## src/rtl/tft_spi_pkg.sv

```systemverilog
// Shared types for the streaming TFT SPI transmitter: FSM states, FIFO entry
// layout and frame lengths.
package tft_spi_pkg;
   typedef enum logic [1:0] {IDLE, LOAD, SHIFT, GAP} state_t;

   typedef struct packed {
      logic        dc;
      logic        wide;
      logic [15:0] word;
   } entry_t;

   localparam int BITS_NARROW = 8;
   localparam int BITS_WIDE   = 16;
   localparam int ENTRY_W     = $bits(entry_t);
endpackage

```

## src/rtl/tft_fifo.sv

```systemverilog
// Single-clock FIFO with first-word-fall-through read and an occupancy count.
// Pushes while full and pops while empty are ignored.
module tft_fifo #(
   parameter int WIDTH = 18,
   parameter int DEPTH = 16,
   parameter int CNT_W = $clog2(DEPTH) + 1
) (
   input  logic             clk,
   input  logic             rst,
   input  logic             push,
   input  logic             pop,
   input  logic [WIDTH-1:0] din,
   output logic [WIDTH-1:0] dout,
   output logic [CNT_W-1:0] count,
   output logic             full,
   output logic             empty
);
   localparam int AW = $clog2(DEPTH);

   logic [WIDTH-1:0] mem [DEPTH];
   logic [AW-1:0]    wptr, rptr;
   logic             do_push, do_pop;

   // Full is taken from the registered count, so a pop in the same cycle
   // does not make room for a push.
   assign full    = (count == CNT_W'(DEPTH));
   assign empty   = (count == '0);
   assign do_push = push && !full;
   assign do_pop  = pop && !empty;
   assign dout    = mem[rptr];

   always_ff @(posedge clk) begin
      if (do_push) mem[wptr] <= din;
   end

   always_ff @(posedge clk or negedge rst) begin
      if (!rst) begin
         wptr  <= '0;
         rptr  <= '0;
         count <= '0;
      end else begin
         if (do_push) wptr <= wptr + 1'b1;
         if (do_pop)  rptr <= rptr + 1'b1;
         if (do_push && !do_pop)      count <= count + 1'b1;
         else if (!do_push && do_pop) count <= count - 1'b1;
      end
   end
endmodule

```

## src/rtl/tft_spi_stream.sv

```systemverilog
// Streaming SPI mode-0 transmitter for TFT panels: queued {dc, word} entries
// go out MSB first as 8- or 16-bit frames, with CS held across back-to-back frames.
module tft_spi_stream
   import tft_spi_pkg::*;
#(
   parameter int CLK_DIV    = 2,
   parameter int FIFO_DEPTH = 16,
   parameter int LVL_W      = $clog2(FIFO_DEPTH) + 1
) (
   input  logic             clk,
   input  logic             rst,
   input  logic             wr_valid,
   output logic             wr_ready,
   input  logic [15:0]      wr_word,
   input  logic             wr_wide,
   input  logic             wr_dc,
   output logic [LVL_W-1:0] fifo_level,
   output logic             overflow,
   input  logic             ovf_clr,
   output logic             busy,
   output logic             tft_clk,
   output logic             tft_mosi,
   output logic             tft_dc,
   output logic             tft_cs
);
   localparam int DIV_W = (CLK_DIV > 1) ? $clog2(CLK_DIV) : 1;

   state_t           state, state_n;
   logic [DIV_W-1:0] div_cnt, div_n;
   logic [15:0]      shreg, shreg_n;
   logic [4:0]       bits, bits_n;
   logic             sclk_n, mosi_n, dc_n, cs_n;
   logic             pop, fifo_full, fifo_empty, div_tc;
   entry_t           head, wr_entry;

   assign wr_entry = {wr_dc, wr_wide, wr_word};
   assign wr_ready = !fifo_full;
   assign busy     = (state != IDLE) || (fifo_level != '0);
   assign div_tc   = (div_cnt == DIV_W'(CLK_DIV - 1));

   tft_fifo #(
      .WIDTH (ENTRY_W),
      .DEPTH (FIFO_DEPTH),
      .CNT_W (LVL_W)
   ) u_fifo (
      .clk   (clk),
      .rst   (rst),
      .push  (wr_valid),
      .pop   (pop),
      .din   (wr_entry),
      .dout  (head),
      .count (fifo_level),
      .full  (fifo_full),
      .empty (fifo_empty)
   );

   // A fresh overflow event outranks a simultaneous clear.
   always_ff @(posedge clk or negedge rst) begin
      if (!rst)                         overflow <= 1'b0;
      else if (wr_valid && fifo_full)   overflow <= 1'b1;
      else if (ovf_clr)                 overflow <= 1'b0;
   end

   always_ff @(posedge clk or negedge rst) begin
      if (!rst) begin
         state    <= IDLE;
         div_cnt  <= '0;
         shreg    <= '0;
         bits     <= '0;
         tft_clk  <= 1'b0;
         tft_mosi <= 1'b0;
         tft_dc   <= 1'b0;
         tft_cs   <= 1'b1;
      end else begin
         state    <= state_n;
         div_cnt  <= div_n;
         shreg    <= shreg_n;
         bits     <= bits_n;
         tft_clk  <= sclk_n;
         tft_mosi <= mosi_n;
         tft_dc   <= dc_n;
         tft_cs   <= cs_n;
      end
   end

   always_comb begin
      state_n = state;
      div_n   = div_cnt;
      shreg_n = shreg;
      bits_n  = bits;
      sclk_n  = tft_clk;
      mosi_n  = tft_mosi;
      dc_n    = tft_dc;
      cs_n    = tft_cs;
      pop     = 1'b0;
      case (state)
         IDLE: begin
            cs_n   = 1'b1;
            sclk_n = 1'b0;
            if (!fifo_empty) state_n = LOAD;
         end
         LOAD: begin
            // Narrow frames are left-aligned so both widths shift out of bit 15.
            pop     = 1'b1;
            shreg_n = head.wide ? head.word : {head.word[7:0], 8'h00};
            bits_n  = head.wide ? 5'(BITS_WIDE) : 5'(BITS_NARROW);
            dc_n    = head.dc;
            cs_n    = 1'b0;
            sclk_n  = 1'b0;
            mosi_n  = shreg_n[15];
            div_n   = '0;
            state_n = SHIFT;
         end
         SHIFT: begin
            if (div_tc) begin
               div_n  = '0;
               sclk_n = !tft_clk;
               // Only the falling edge advances the frame; the slave samples on the rise.
               if (tft_clk) begin
                  bits_n = bits - 1'b1;
                  if (bits != 5'd1) begin
                     shreg_n = {shreg[14:0], 1'b0};
                     mosi_n  = shreg[14];
                  end else begin
                     state_n = fifo_empty ? GAP : LOAD;
                  end
               end
            end else begin
               div_n = div_cnt + 1'b1;
            end
         end
         GAP: begin
            if (div_tc) begin
               div_n   = '0;
               cs_n    = 1'b1;
               state_n = IDLE;
            end else begin
               div_n = div_cnt + 1'b1;
            end
         end
         default: state_n = IDLE;
      endcase
   end
endmodule

```

## config.mk

```make
export PLATFORM = sky130hd
export DESIGN_NAME = tft_spi_stream
export DESIGN_NICKNAME = d
export VERILOG_FILES = /design/src/rtl/tft_spi_pkg.sv /design/src/rtl/tft_fifo.sv /design/src/rtl/tft_spi_stream.sv
export SDC_FILE = /design/constraint.sdc
export NUM_CORES = 1
export LEC_CHECK = 0
export CORE_MARGIN = 5
export CORE_UTILIZATION = 55
export CTS_CLUSTER_SIZE = 8
export DETAILED_ROUTE_END_ITERATION = 10
export PLACE_DENSITY = 0.72
export RECOVER_POWER = 50
export SLEW_MARGIN = 20
export SYNTH_ARGS = -nofsm -noshare
export SYNTH_HDL_FRONTEND = slang
export SYNTH_HIERARCHICAL = 1
export SYNTH_SLANG_ARGS = --single-unit
export TNS_END_PERCENT = 5
```

## constraint.sdc

```tcl
create_clock -name clk -period 3.7 [get_ports clk]
set_clock_uncertainty 0.1 [all_clocks]
set_input_delay 0.555 -clock clk [delete_from_list [all_inputs] [get_ports clk]]
set_output_delay 0.555 -clock clk [all_outputs]
set_load 0.03 [all_outputs]
```

### Yosys cells after proc, flatten, opt, wreduce, memory -nomap -nowiden

Memory sizes are Yosys's and may differ from the RTL's.
Index checks and enable logic that the tools add are counted.

* flip-flop bits (word level): 41
* memory bits (writable): 288
* memories kept: 1
* word-level logic and storage cells: 91
* ROM bits: 0
* latch bits: 0

* order comparisons: 0
* div/mod/pow operators: 0
* mux-type cells: 33
* multiply operators: 0
* $add $sub $neg: 6
* reductions and logical operators: 28
* shifts and indexed selects: 0
* equal/unequal tests: 11
* bitwise logic cells: 0

Memories
* u_fifo.mem: words 16, width 18, rd ports 1, clocked after Yosys merged registers in 0, wr ports 1, line tft_fifo.sv:20 `logic [WIDTH-1:0] mem [DEPTH];`

Operators with widths (count)
* $mux W15: 3
* $pmux W15 S2: 1
* $mux W5: 5
* $mux W16: 1
* $mux W2: 6
* $ne A2 B2 Y1 const B: 6
* $reduce_bool A2 Y1: 6
* $mux W1: 11
* $pmux W5 S2: 1
* $sub A5 B1 Y5 const B: 2
* $add A4 B1 Y4 const B: 2
* $pmux W2 S4: 1
* $pmux W1 S2: 3
* $add A5 B1 Y5 const B: 1
* $eq A5 B5 Y1 const B: 1
* $logic_and A1 B1 Y1: 5
* $logic_not A1 Y1: 5
* $logic_not A5 Y1: 1
* $ne A5 B1 Y1 const B: 1
* $reduce_and A5 Y1: 1
* $reduce_bool A5 Y1: 1
* $eq A2 B2 Y1 const B: 2
* $reduce_and A2 Y1: 2
* $reduce_and A4 Y1: 1
* 8 further kinds: 9

### Depth between registers and ports, before layout

* depth after elaboration: 7
* depth in mapped cells: 13
* mapped depth without buffers: 11

### Hierarchy

Netlist, hierarchy kept.

By module, submodules not included
* tft_fifo: seq. area each 8973.6 um^2, instances 1, cells an instance 607, area an instance 11850.1 um^2
* tft_spi_stream: seq. area each 701.9 um^2, instances 1, cells an instance 152, area an instance 1637.8 um^2

### Least setup slack after synthesis

OpenSTA, ideal clock, no wires.

* path type: register to register
* start: register u_fifo.count[0]
* end: memory u_fifo.mem[3][0] (enable)
* setup slack: 651 ps
* clock period less this slack: 3049 ps
* cell stages (with the launch flop): 5
* data required time: 3184 ps
* data arrival time: 2533 ps
* library setup time: 416 ps
* path through: dfrtp_1 nor4_1 a21boi_2 nand2_1 nor3_1

* longest elaborated chain between the ends: 5

Ends and longest elaborated chain
* from (decl): line tft_fifo.sv:14 `output logic [CNT_W-1:0] count,`
* from (signal assigned): line tft_fifo.sv:44 `if (do_push && !do_pop) count <= count + 1'b1;`
* from (signal assigned): line tft_fifo.sv:45 `else if (!do_push && do_pop) count <= count - 1'b1;`
* $eq A5 B5 Y1: line tft_fifo.sv:26 `assign full = (count == CNT_W'(DEPTH));`
* $logic_not A1 Y1: line tft_fifo.sv:28 `assign do_push = push && !full;`
* $logic_and A1 B1 Y1: line tft_fifo.sv:28
* named net u_fifo.do_push: line tft_fifo.sv:22 `logic do_push, do_pop;`
* $mux W1: line tft_fifo.sv:33 `if (do_push) mem[wptr] <= din;`
* $mux W1 (not written as such): line tft_fifo.sv:33
* to (decl): line tft_fifo.sv:20

The timed path passes the listed nets, and every way through them passes these cells.

==> flow_summary.rst <==
.. list-table::
   :header-rows: 1

   * - Metric
     - Value
   * - Outcome
     - finished, violations left
   * - Violated checks
     - capacitance limit, slew limit
   * - Crit path required time
     - 3990 ps
   * - Setup total negative slack
     - 0 ps
   * - Number of gates given a new drive strength after cts
     - 0
   * - Post-DP HPWL
     - 17600 microns
   * - Most used cells in the layout excluding fill and tap cells
     - sky130_fd_sc_hd__edfxtp_1, sky130_fd_sc_hd__mux2i_1, sky130_fd_sc_hd__clkbuf_16
   * - Critical Path AT
     - between 3000 and 4000 ps
   * - Initial core utilization
     - 0.556
   * - Post-placement setup slack
     - 684 ps
   * - Core Area
     - about 24000 sq um
   * - Via-to-Cell Ratio
     - slightly above 6
   * - Most common cell after layout, fill and taps aside
     - sky130_fd_sc_hd__edfxtp_1
   * - I/O pin total
     - 34
   * - Type of the setup path with the least slack
     - flop to flop
   * - Number of antenna violations at the first check in global routing
     - 2
   * - Worst R2R End
     - shreg[10]
   * - Post-synthesis cell type with the largest combined area
     - sky130_fd_sc_hd__edfxtp_1
   * - Synthesized flop and latch total
     - 329
   * - Setup repair after global routing missed its margin
     - false
   * - Critical path origin
     - u_fifo/rptr[0]
   * - All-layer global routing usage
     - 0.208
   * - Worst relative slew slack
     - -0.570
   * - Number of synthesized flops with an enable pin
     - 288
   * - Buffers from clock root to sink, at most
     - 3
   * - Maximum number of pins on one net before global-route repair
     - 42
   * - Horizontal die dimension
     - approximately 170 microns
   * - RD Place Congestion
     - 0.827
   * - Most used flip-flop cell after synthesis
     - sky130_fd_sc_hd__edfxtp_1
   * - H-tree Lvls
     - 2
   * - Final #Nets
     - 865
   * - Root buffer cell
     - sky130_fd_sc_hd__clkbuf_16
   * - Total power
     - between 10 and 15 mW
   * - Total setup buffers inserted after CTS
     - 0
   * - Share of cells above drive strength 1
     - 0.198
   * - Clock tree from TritonCTS
     - yes
   * - Vias in the first global route
     - ~7600
   * - Fraction of synthesized cell area taken by the top area cell type
     - 0.641
   * - Total placed cells including tap cells
     - ~1100
   * - Achievable clock frequency
     - around 0.33 GHz
   * - Total of hold buffers inserted after clock tree synthesis
     - 0
   * - Global-route wire length before repair
     - approximately 45000 microns
   * - Antenna Violating Nets Remaining
     - 0
   * - Setup ws final
     - between 600 and 700 ps
   * - Setup slack of the worst register-to-register path
     - 650 ps
   * - Setup crit start kind
     - flop
   * - Vias
     - 7267
   * - Launch point of the worst reg-to-reg path
     - u_fifo/rptr[0]
   * - DRC viols
     - 0
   * - # clock sinks
     - 329
   * - Hold Vio Cnt, Final
     - 0
   * - Die area
     - 27800 sq um
   * - Number of buffers created by CTS
     - 47
   * - Overall routed net length
     - around 29000 microns
   * - Avg Cell Area, Syn
     - roughly 18 sq um
   * - Worst r2r path cells
     - 9
   * - Insertion delay to the later sink of the worst-skew pair
     - between 500 and 600 ps
   * - Floorplan row count
     - 57
   * - Leak pwr
     - between 5 and 6 nW
   * - Synth Net Count
     - 793
   * - Post-route minimum period
     - 3050 ps
   * - CP Max Fanout
     - 29
   * - Iteration-0 DRC count of the detailed router
     - 651
   * - Number of standard cells in the final layout excluding fillers
     - about 1200
   * - Detailed-routing iteration count for the pre-antenna-repair pass
     - 5
   * - Endpoint of the worst setup timing path
     - shreg[10]
   * - Setup-violating endpoint count in the final report
     - 0
   * - Transition time at the pin with the least slew margin
     - about 2400 ps
   * - Die span in y
     - about 170 microns
   * - Remaining global-route overflow
     - 0
   * - Post-synthesis async set-or-reset flop share
     - 0.125
   * - Number of distinct library cells after synthesis
     - 51
   * - Count of mapped cells out of synthesis
     - between 700 and 800
   * - Post-route fraction of the period consumed by the critical path
     - 0.823
   * - Clock transition at path regs
     - about 50 ps
   * - Count of buffers inserted at the top-level ports
     - 33
   * - Warnings from Yosys
     - 6
   * - Final Slew Violations
     - 42
   * - Critical Path End Type
     - flop
   * - Fillcell total
     - 1639
   * - Post-detailed-route wirelength per cell
     - 24.4 microns
   * - Register area share after synthesis
     - 0.717
   * - Utilization after layout
     - 0.644
   * - Max-cap viol count
     - 1
   * - Worst ir drop on vdd
     - roughly 420 uV
   * - Class of the tightest hold or removal check
     - flop to flop
   * - Relative area change from synthesis to final layout
     - 15.7%
   * - Area contributors post-synth
     - sky130_fd_sc_hd__edfxtp_1, sky130_fd_sc_hd__dfrtp_1, sky130_fd_sc_hd__mux2i_1
   * - Post-synthesis cell area
     - between 10000 and 15000 sq um
   * - Cell Pwr Density
     - 846 nW/um^2
[synthesized netlist by cell type (2+ instances only)]
| master | number |
|---|---|
| sky130_fd_sc_hd__buf_2 | 19 |
| sky130_fd_sc_hd__nand2_1 | 43 |
| sky130_fd_sc_hd__and2_1 | 3 |
| sky130_fd_sc_hd__o21ai_0 | 32 |
| sky130_fd_sc_hd__nand3b_1 | 8 |
| sky130_fd_sc_hd__a21o_1 | 2 |
| sky130_fd_sc_hd__a221oi_1 | 31 |
| sky130_fd_sc_hd__nand2b_1 | 6 |
| sky130_fd_sc_hd__clkbuf_1 | 8 |
| sky130_fd_sc_hd__a21oi_1 | 5 |
| sky130_fd_sc_hd__nand3_1 | 5 |
| sky130_fd_sc_hd__a221oi_2 | 5 |
| sky130_fd_sc_hd__mux4_2 | 36 |
| sky130_fd_sc_hd__mux2_4 | 7 |
| sky130_fd_sc_hd__a22oi_1 | 19 |
| sky130_fd_sc_hd__nor3_1 | 6 |
| sky130_fd_sc_hd__mux2_2 | 13 |
| sky130_fd_sc_hd__xnor2_1 | 10 |
| sky130_fd_sc_hd__edfxtp_1 | 288 |
| sky130_fd_sc_hd__ha_1 | 11 |
| sky130_fd_sc_hd__a31oi_1 | 2 |
| sky130_fd_sc_hd__buf_1 | 3 |
| sky130_fd_sc_hd__buf_4 | 4 |
| sky130_fd_sc_hd__nor2_1 | 20 |
| sky130_fd_sc_hd__buf_6 | 9 |
| sky130_fd_sc_hd__dfrtp_1 | 40 |
| sky130_fd_sc_hd__inv_1 | 13 |
| sky130_fd_sc_hd__mux2i_1 | 87 |
| sky130_fd_sc_hd__nor2b_1 | 2 |
[kinds of logic after synthesis]
logic type      Yosys count  synth area share
compound gates          104            0.0580
mux                     143             0.143
buf+inv                  58            0.0240
flops                   329             0.717
xor+xnor                 11           0.00714
simple gates            102            0.0385
fa+ha+maj                12            0.0117
[power by group]
group | internal, mW | switching [mW]
Combinational | 1.86 | 2.47
Clock | 2.39 | 1.49
Sequential | 4.60 | 0.401
Total | 8.85 | 4.36
[registers in the layout, summed over array words and instances, names as in the netlist, 2 cells and up]
| signal | cells |
|---|---|
| u_fifo/mem | 288 |
| u_fifo/count | 5 |
| u_fifo/wptr | 4 |
| shreg | 15 |
| bits | 5 |
| u_fifo/rptr | 4 |
| state | 2 |
[metal layers]
metal / part of all wire / track usage
met5: 0 / 0
met4: 0.032 / 0.0825
met3: 0.081 / 0.0462
met2: 0.48 / 0.325
met1: 0.41 / 0.291
[cell type report]
cell class | count | area, sq um | area share
Sequential cell | 329 | 9680 | 0.620
Multi-Input combinational cell | 372 | 3530 | 0.226
Clock buffer | 74 | 1300 | 0.0832
Timing Repair Buffer | 66 | 581 | 0.0372
Tap cell | 324 | 405 | 0.0260
Clock inverter | 3 | 58.8 | 0.00377
Inverter | 15 | 56.3 | 0.00361
Antenna cell | 2 | 5.00 | 0.000321
[how the worst min path moves through the flow]
stage / startpoint / end / slack (ps) / cells past startpoint
after floorplan: rst / bits[0] / 160 / 0
after detailed placement: tft_dc / tft_dc / 380 / 2
after global placement: tft_dc / tft_dc / 360 / 2
after global routing: shreg[2] / shreg[2] / 420 / 1
after CTS: rst / u_fifo/count[3] / 90 / 1
final: tft_dc / tft_dc / 390 / 2
[per-stage QoR]
stage                     area, sq um  hold WS [ps]
after floorplan                 13500           159
after global placement          14300           365
after detailed placement        14300           378
after CTS                       15600          92.8
after global routing            15600           422
final                           15600           393
[worst max-delay path, stage by stage (launching register included)]
cell	delay [ps]
sky130_fd_sc_hd__dfrtp_4	780
sky130_fd_sc_hd__buf_4	430
sky130_fd_sc_hd__buf_4	240
sky130_fd_sc_hd__mux2i_1	210
sky130_fd_sc_hd__a221oi_1	170
sky130_fd_sc_hd__a22oi_1	260
sky130_fd_sc_hd__nand2_1	150
sky130_fd_sc_hd__mux2_2	290
sky130_fd_sc_hd__mux2i_1	150
sky130_fd_sc_hd__mux2i_1	90
Power figures use the tool's default switching activity.
